==> src/rtl/aes_seq_pkg.sv <==
// ============================================================================
//  Module  : aes_seq_pkg
//  Brief   : Shared state encoding and constants for the AES round sequencer.
//  Revision: 1.0
// ============================================================================
`default_nettype none

package aes_seq_pkg;

    localparam int AES256_NUM_ROUNDS = 14;

    localparam logic MODE_ENC = 1'b0;
    localparam logic MODE_DEC = 1'b1;

    typedef enum logic [1:0] {
        ST_IDLE  = 2'd0,
        ST_LOAD  = 2'd1,
        ST_ROUND = 2'd2,
        ST_DONE  = 2'd3
    } seqState_t;

endpackage

`default_nettype wire

==> src/rtl/aes_round_counter.sv <==
// ============================================================================
//  Module  : aes_round_counter
//  Brief   : Round counter with terminal flag and direction-mapped key index.
//  Revision: 1.0
// ============================================================================
`default_nettype none

module aes_round_counter #(
    parameter int NUM_ROUNDS = 14,
    parameter int RIDX_W     = 4
) (
    input  logic              clk,
    input  logic              rst,
    input  logic              i_load,
    input  logic              i_inc,
    input  logic              i_decrypt,
    output logic [RIDX_W-1:0] o_idx,
    output logic              o_terminal
);

    localparam logic [RIDX_W-1:0] c_NUM_ROUNDS = RIDX_W'(NUM_ROUNDS);

    logic [RIDX_W-1:0] r_count;

    always_ff @(posedge clk or posedge rst) begin
        if (rst) begin
            r_count <= '0;
        end else if (i_load) begin
            r_count <= '0;
        end else if (i_inc) begin
            r_count <= r_count + RIDX_W'(1);
        end
    end

    // Decryption walks the key schedule backwards from the last round key.
    assign o_idx      = i_decrypt ? (c_NUM_ROUNDS - r_count) : r_count;
    assign o_terminal = (r_count == c_NUM_ROUNDS);

endmodule

`default_nettype wire

==> src/rtl/aes_round_sequencer.sv <==
// ============================================================================
//  Module  : aes_round_sequencer
//  Brief   : Load / round / completion sequencing of the AES round data register.
//            Optional abort input enabled by defining AES_SEQ_ABORT_EN.
//  Revision: 1.0
// ============================================================================
`default_nettype none

module aes_round_sequencer
    import aes_seq_pkg::*;
#(
    parameter int NUM_ROUNDS = AES256_NUM_ROUNDS,
    parameter int DATA_W     = 128,
    parameter int RIDX_W     = 4
) (
    input  logic              inClk,
    input  logic              inRst,
    input  logic              inStart,
    input  logic              inDecrypt,
    input  logic [DATA_W-1:0] inData,
    output logic              outBusy,
    output logic              outExtEncWr,
    output logic              outExtDecWr,
    output logic [DATA_W-1:0] outExtData,
    output logic              outIntEncWr,
    output logic              outIntDecWr,
    output logic [RIDX_W-1:0] outRoundIdx,
    output logic              outLastRound,
    output logic              outDoneValid,
    input  logic              inDoneReady
`ifdef AES_SEQ_ABORT_EN
    ,
    input  logic              inAbort
`endif
);

    seqState_t         r_state;
    seqState_t         w_nextState;
    logic              w_accept;
    logic              w_abort;
    logic              w_nextDec;
    logic              w_terminal;
    logic              r_decrypt;
    logic [DATA_W-1:0] r_extData;
    logic              r_extEncWr;
    logic              r_extDecWr;
    logic              r_intEncWr;
    logic              r_intDecWr;

    always_ff @(posedge inClk or posedge inRst) begin
        if (inRst) begin
            r_state <= ST_IDLE;
        end else begin
            r_state <= w_nextState;
        end
    end

    always_comb begin
        w_nextState = r_state;
        w_accept    = 1'b0;
        w_abort     = 1'b0;
`ifdef AES_SEQ_ABORT_EN
        w_abort     = inAbort && ((r_state == ST_LOAD) || (r_state == ST_ROUND));
`endif
        case (r_state)
            ST_IDLE: begin
                if (inStart) begin
                    w_accept    = 1'b1;
                    w_nextState = ST_LOAD;
                end
            end
            ST_LOAD:  w_nextState = ST_ROUND;
            ST_ROUND: begin
                if (w_terminal) begin
                    w_nextState = ST_DONE;
                end
            end
            ST_DONE: begin
                if (inDoneReady) begin
                    w_accept    = inStart;
                    w_nextState = inStart ? ST_LOAD : ST_IDLE;
                end
            end
            default: w_nextState = ST_IDLE;
        endcase
        if (w_abort) begin
            w_nextState = ST_IDLE;
        end
        w_nextDec = w_accept ? inDecrypt : r_decrypt;
    end

    // Strobes are decoded from the next state so they line up with it.
    always_ff @(posedge inClk or posedge inRst) begin
        if (inRst) begin
            r_decrypt  <= MODE_ENC;
            r_extData  <= '0;
            r_extEncWr <= 1'b0;
            r_extDecWr <= 1'b0;
            r_intEncWr <= 1'b0;
            r_intDecWr <= 1'b0;
        end else begin
            if (w_accept) begin
                r_decrypt <= inDecrypt;
                r_extData <= inData;
            end
            r_extEncWr <= (w_nextState == ST_LOAD)  && (w_nextDec == MODE_ENC);
            r_extDecWr <= (w_nextState == ST_LOAD)  && (w_nextDec == MODE_DEC);
            r_intEncWr <= (w_nextState == ST_ROUND) && (w_nextDec == MODE_ENC);
            r_intDecWr <= (w_nextState == ST_ROUND) && (w_nextDec == MODE_DEC);
        end
    end

    aes_round_counter #(
        .NUM_ROUNDS (NUM_ROUNDS),
        .RIDX_W     (RIDX_W)
    ) u_roundCounter (
        .clk        (inClk),
        .rst        (inRst),
        .i_load     (w_accept),
        .i_inc      (w_nextState == ST_ROUND),
        .i_decrypt  (r_decrypt),
        .o_idx      (outRoundIdx),
        .o_terminal (w_terminal)
    );

    // An abort suppresses the strobe already registered for the aborting cycle.
    assign outExtEncWr  = r_extEncWr & ~w_abort;
    assign outExtDecWr  = r_extDecWr & ~w_abort;
    assign outIntEncWr  = r_intEncWr & ~w_abort;
    assign outIntDecWr  = r_intDecWr & ~w_abort;
    assign outLastRound = (r_intEncWr | r_intDecWr) & w_terminal & ~w_abort;
    assign outExtData   = r_extData;
    assign outBusy      = (r_state != ST_IDLE);
    assign outDoneValid = (r_state == ST_DONE);

endmodule

`default_nettype wire

==> config.mk <==
export PLATFORM = sky130hd
export DESIGN_NAME = aes_round_sequencer
export DESIGN_NICKNAME = d
export VERILOG_FILES = /design/src/rtl/aes_seq_pkg.sv /design/src/rtl/aes_round_counter.sv /design/src/rtl/aes_round_sequencer.sv
export SDC_FILE = /design/constraint.sdc
export NUM_CORES = 1
export LEC_CHECK = 0
export CAP_MARGIN = 20
export CORE_ASPECT_RATIO = 0.7
export CORE_MARGIN = 3
export CORE_UTILIZATION = 44
export DETAILED_ROUTE_END_ITERATION = 10
export GPL_TIMING_DRIVEN = 0
export PLACE_DENSITY = 0.84
export SLEW_MARGIN = 5
export SYNTH_ARGS = -nofsm -noshare
export SYNTH_HDL_FRONTEND = slang
export SYNTH_SLANG_ARGS = --single-unit
==> constraint.sdc <==
create_clock -name inClk -period 7 [get_ports inClk]
set_input_delay 1.4 -clock inClk [delete_from_list [all_inputs] [get_ports inClk]]
set_output_delay 1.4 -clock inClk [all_outputs]
set_load 0.05 [all_outputs]
==> metrics.md <==
| Metric | Value |
|---|---|
| Final min period | `3.77 ns` |
| Clock Power Share | `16.0%` |
| Critical path type | `reg -> out` |
| Net Sw Frac | `49.5%` |
| Detailed Routing Iterations Pass 1 | `4` |
| Sum Neg Setup Slack | `0 ns` |
| MaxCap Viol Count | `0` |
| Synth cell types | `36` |
| Leak | `0.00442 uW` |
| Final cell count without fillers | `1077` |
| DIE AREA | `0.0139 mm^2` |
| WL/cell | `15.7 um` |
| Initial antenna violation count | `0` |
| HP Class | `reg -> reg` |
| Cts hold-fix bufs | `0` |
| Layout cells sized above 1 | `4.02%` |
| Via Count | `5080` |
| Vias per cell | `4.72` |
| Initial cell density of the core | `46.0%` |
| RSZ-0062 raised after global routing | `no` |
| Register area share after synthesis | `63.4%` |
| Fmax achieved | `265 MHz` |
| Int Pwr | `2650 uW` |
| Syn_nets | `756` |
| Worst VDD drop | `0.441 mV` |
| Clock slew at reported path FFs | `0.05 ns` |
| ANT nets after route | `0` |
| Syn Std Cell Area | `0.00549 mm^2` |
| Post-CTS resize count | `0` |
| Status | `completed` |
| Area leader, netlist | `dfrtp_1` |
| Average size of a mapped cell | `8.90 um^2` |
| Rel. slew slack | `54.2%` |
| Type of origin of the critical path | `register` |
| Die Span Y | `99.5 um` |
| Vias in the first global route | `5239` |
| Part of the power in combinational logic | `57.8%` |
| Final Skew | `0.00701 ns` |
| Die Width | `139 um` |
| First-pass GRT wire length | `26900 um` |
| Psw | `2590 uW` |
| Layout Area Growth over Synthesis | `63.5%` |
| GP Congestion | `0.853` |
| FF+latch count, synth | `139` |
| Placed cells | `1046` |
| Drt first-iter violations | `226` |
| Num rows | `33` |
| Setup violations, final | `0` |
| Total grt overflow | `0` |
| DRC viols | `0` |
| Port bufs | `271` |
| WL final | `16900 um` |
| Critical Path RT | `5.60 ns` |
| Root Driver | `clkbuf_16` |
| Clk_lat worst skew | `0.40 ns` |
| Final Util | `75.2%` |
| GRT Util Overall | `24.8%` |
| Warnings from Yosys | `0` |
| Core region area | `0.0119 mm^2` |
| Final net count | `1047` |
| CTS tree | `done` |
| Tightest Pin Transition | `0.687 ns` |
| Post-CTS setup buffer count | `0` |
| # clock sinks | `139` |
| Period utilization | `53.8%` |
| IO Pins | `272` |
| Sequential share of power | `26.2%` |
| Synth top area cells | `dfrtp_1 63%, nand2_1 27%, clkbuf_1 1.6%` |
| Final slew viol count | `0` |
| Share of the synthesized area in the top cell type | `63.4%` |
| Largest net degree at the start of global routing | `95` |
| Max Root-Sink Buffers | `2` |
| Data arrival, critical path | `2.37 ns` |
| Number of buffers created by CTS | `17` |
| Final hold vios | `0` |
| PwrDens | `583 mW/mm^2` |
| Maximum fanout along the worst path | `8` |
| DP HPWL | `12300 um` |
| ANT cells | `0` |
| CP Capture Type | `output port` |
| Worst hold slack | `0.470 ns` |
| Synthesized netlist cell count | `617` |
| H-tree Lvls | `4` |
flip-flops by register name (all words and copies together), names as in the netlist:
name                    flops
r_decrypt                   1
outIntEncWr                 1
outExtDecWr                 1
r_state                     2
outIntDecWr                 1
outExtEncWr                 1
outExtData                128
u_roundCounter.r_count      4
metal layers:
layer / global-route usage, % / vias to the layer above / wire, um
li1: - / 2480 / -
met1: 30.2 / 2364 / 6670
met2: 40.6 / 209 / 8170
met3: 10.1 / 27 / 1760
met4: 8.42 / 0 / 316
met5: 0 / - / 0
placed cells by master (no fill, tap or decap), types with 2 or more instances in the layout:
| master | netlist | final |
|---|---|---|
| mux2_2 | 2 | 2 |
| nor2_1 | 5 | 5 |
| nor4_1 | 3 | 3 |
| clkbuf_16 | 0 | 17 |
| ha_1 | 6 | 6 |
| mux2i_1 | 2 | 2 |
| nand2b_1 | 6 | 6 |
| clkbuf_1 | 23 | 28 |
| buf_2 | 3 | 3 |
| nand2_1 | 389 | 389 |
| dfrtp_1 | 139 | 139 |
| and3_1 | 2 | 2 |
| clkdlybuf4s50_1 | 0 | 271 |
| bufinv_16 | 0 | 2 |
| buf_1 | 5 | 5 |
| inv_1 | 8 | 7 |
| clkinv_2 | 0 | 6 |
| xnor2_1 | 2 | 2 |
cell families after synthesis:
group / after synthesis / share of synthesized area [%]
simple gates: 410 / 28.8
flops: 139 / 63.4
buf+inv: 41 / 2.94
mux: 4 / 0.775
compound gates: 15 / 2.39
xor+xnor: 2 / 0.319
fa+ha+maj: 6 / 1.37
layout make-up:
class,count,area [um^2]
clock buffer,22,444
buffer,32,128
timing repair buffer,272,2740
multi-input combinational,437,1850
inverter,9,38.8
sequential,139,3480
fill,854,2960
tap,157,196
clock inverter,9,98.8
stage by stage:
| step | instance area, um^2 | worst slack [ns] | power, uW |
|---|---|---|---|
| 3_3_place_gp | 8400 | -0.0464 | 4360 |
| 2_1_floorplan | 5490 | 1.88 | 3330 |
| 6_report | 8970 | 3.23 | 5240 |
| 4_1_cts | 8970 | 3.25 | 5280 |
| 5_1_grt | 8970 | 3.07 | 5520 |
| 3_5_place_dp | 8430 | 3.31 | 4410 |
Yosys cell counts:
| master | n |
|---|---|
| nand2_1 | 389 |
| dfrtp_1 | 139 |
| clkbuf_1 | 23 |
| inv_1 | 8 |
| ha_1 | 6 |
| nand2b_1 | 6 |
| buf_1 | 5 |
| nor2_1 | 5 |
| buf_2 | 3 |
| nor4_1 | 3 |
| and3_1 | 2 |
| mux2_2 | 2 |
| mux2i_1 | 2 |
| xnor2_1 | 2 |
| a2111oi_0 | 1 |
| a211oi_1 | 1 |
| a21o_1 | 1 |
| a21oi_1 | 1 |
| a221o_1 | 1 |
| a221oi_2 | 1 |
| a311oi_1 | 1 |
| a31o_1 | 1 |
| a31o_2 | 1 |
| a32oi_1 | 1 |
| a41o_1 | 1 |
| and2_1 | 1 |
| and4_1 | 1 |
| buf_4 | 1 |
| inv_2 | 1 |
| nand3_1 | 1 |
| nor2b_1 | 1 |
| o2111a_1 | 1 |
| o211ai_1 | 1 |
| o21ai_1 | 1 |
| o311ai_1 | 1 |
| or3b_1 | 1 |
worst paths after layout:
path	from	endpoint	slack, ns	cells past startpoint
worst max-delay path	u_roundCounter.r_count[2]$_DFFE_PP0P_	outRoundIdx[3]	3.23	5
worst min-delay path	outExtData[63]$_DFFE_PP0P_	outExtData[63]$_DFFE_PP0P_	0.47	2
worst max register to register	r_state[0]$_DFF_PP0_	outExtData[55]$_DFFE_PP0P_	4.33	8
worst min register to register	outExtData[63]$_DFFE_PP0P_	outExtData[63]$_DFFE_PP0P_	0.47	2
max in group asynchronous	inRst	outExtData[10]$_DFFE_PP0P_	4.80	3
min in group asynchronous	inRst	outExtData[99]$_DFFE_PP0P_	1.42	2
power groups by stage:
stage               logic (uW)  registers (uW)  clock network (uW)
floorplan                  773            2560                   0
global placement          2990            1370                   0
detailed placement        3030            1380                   0
CTS                       3050            1370                 853
global route              3210            1420                 895
finish                    3030            1370                 837
critical path, cell delays in order (launching register included):
cell and delay [ns]:
dfrtp_1 0.32, clkbuf_1 0.30, nand3_1 0.23, nand2_1 0.13, xnor2_1 0.12, clkdlybuf4s50_1 0.87
No activity file was read; power rests on OpenSTA's default activity.
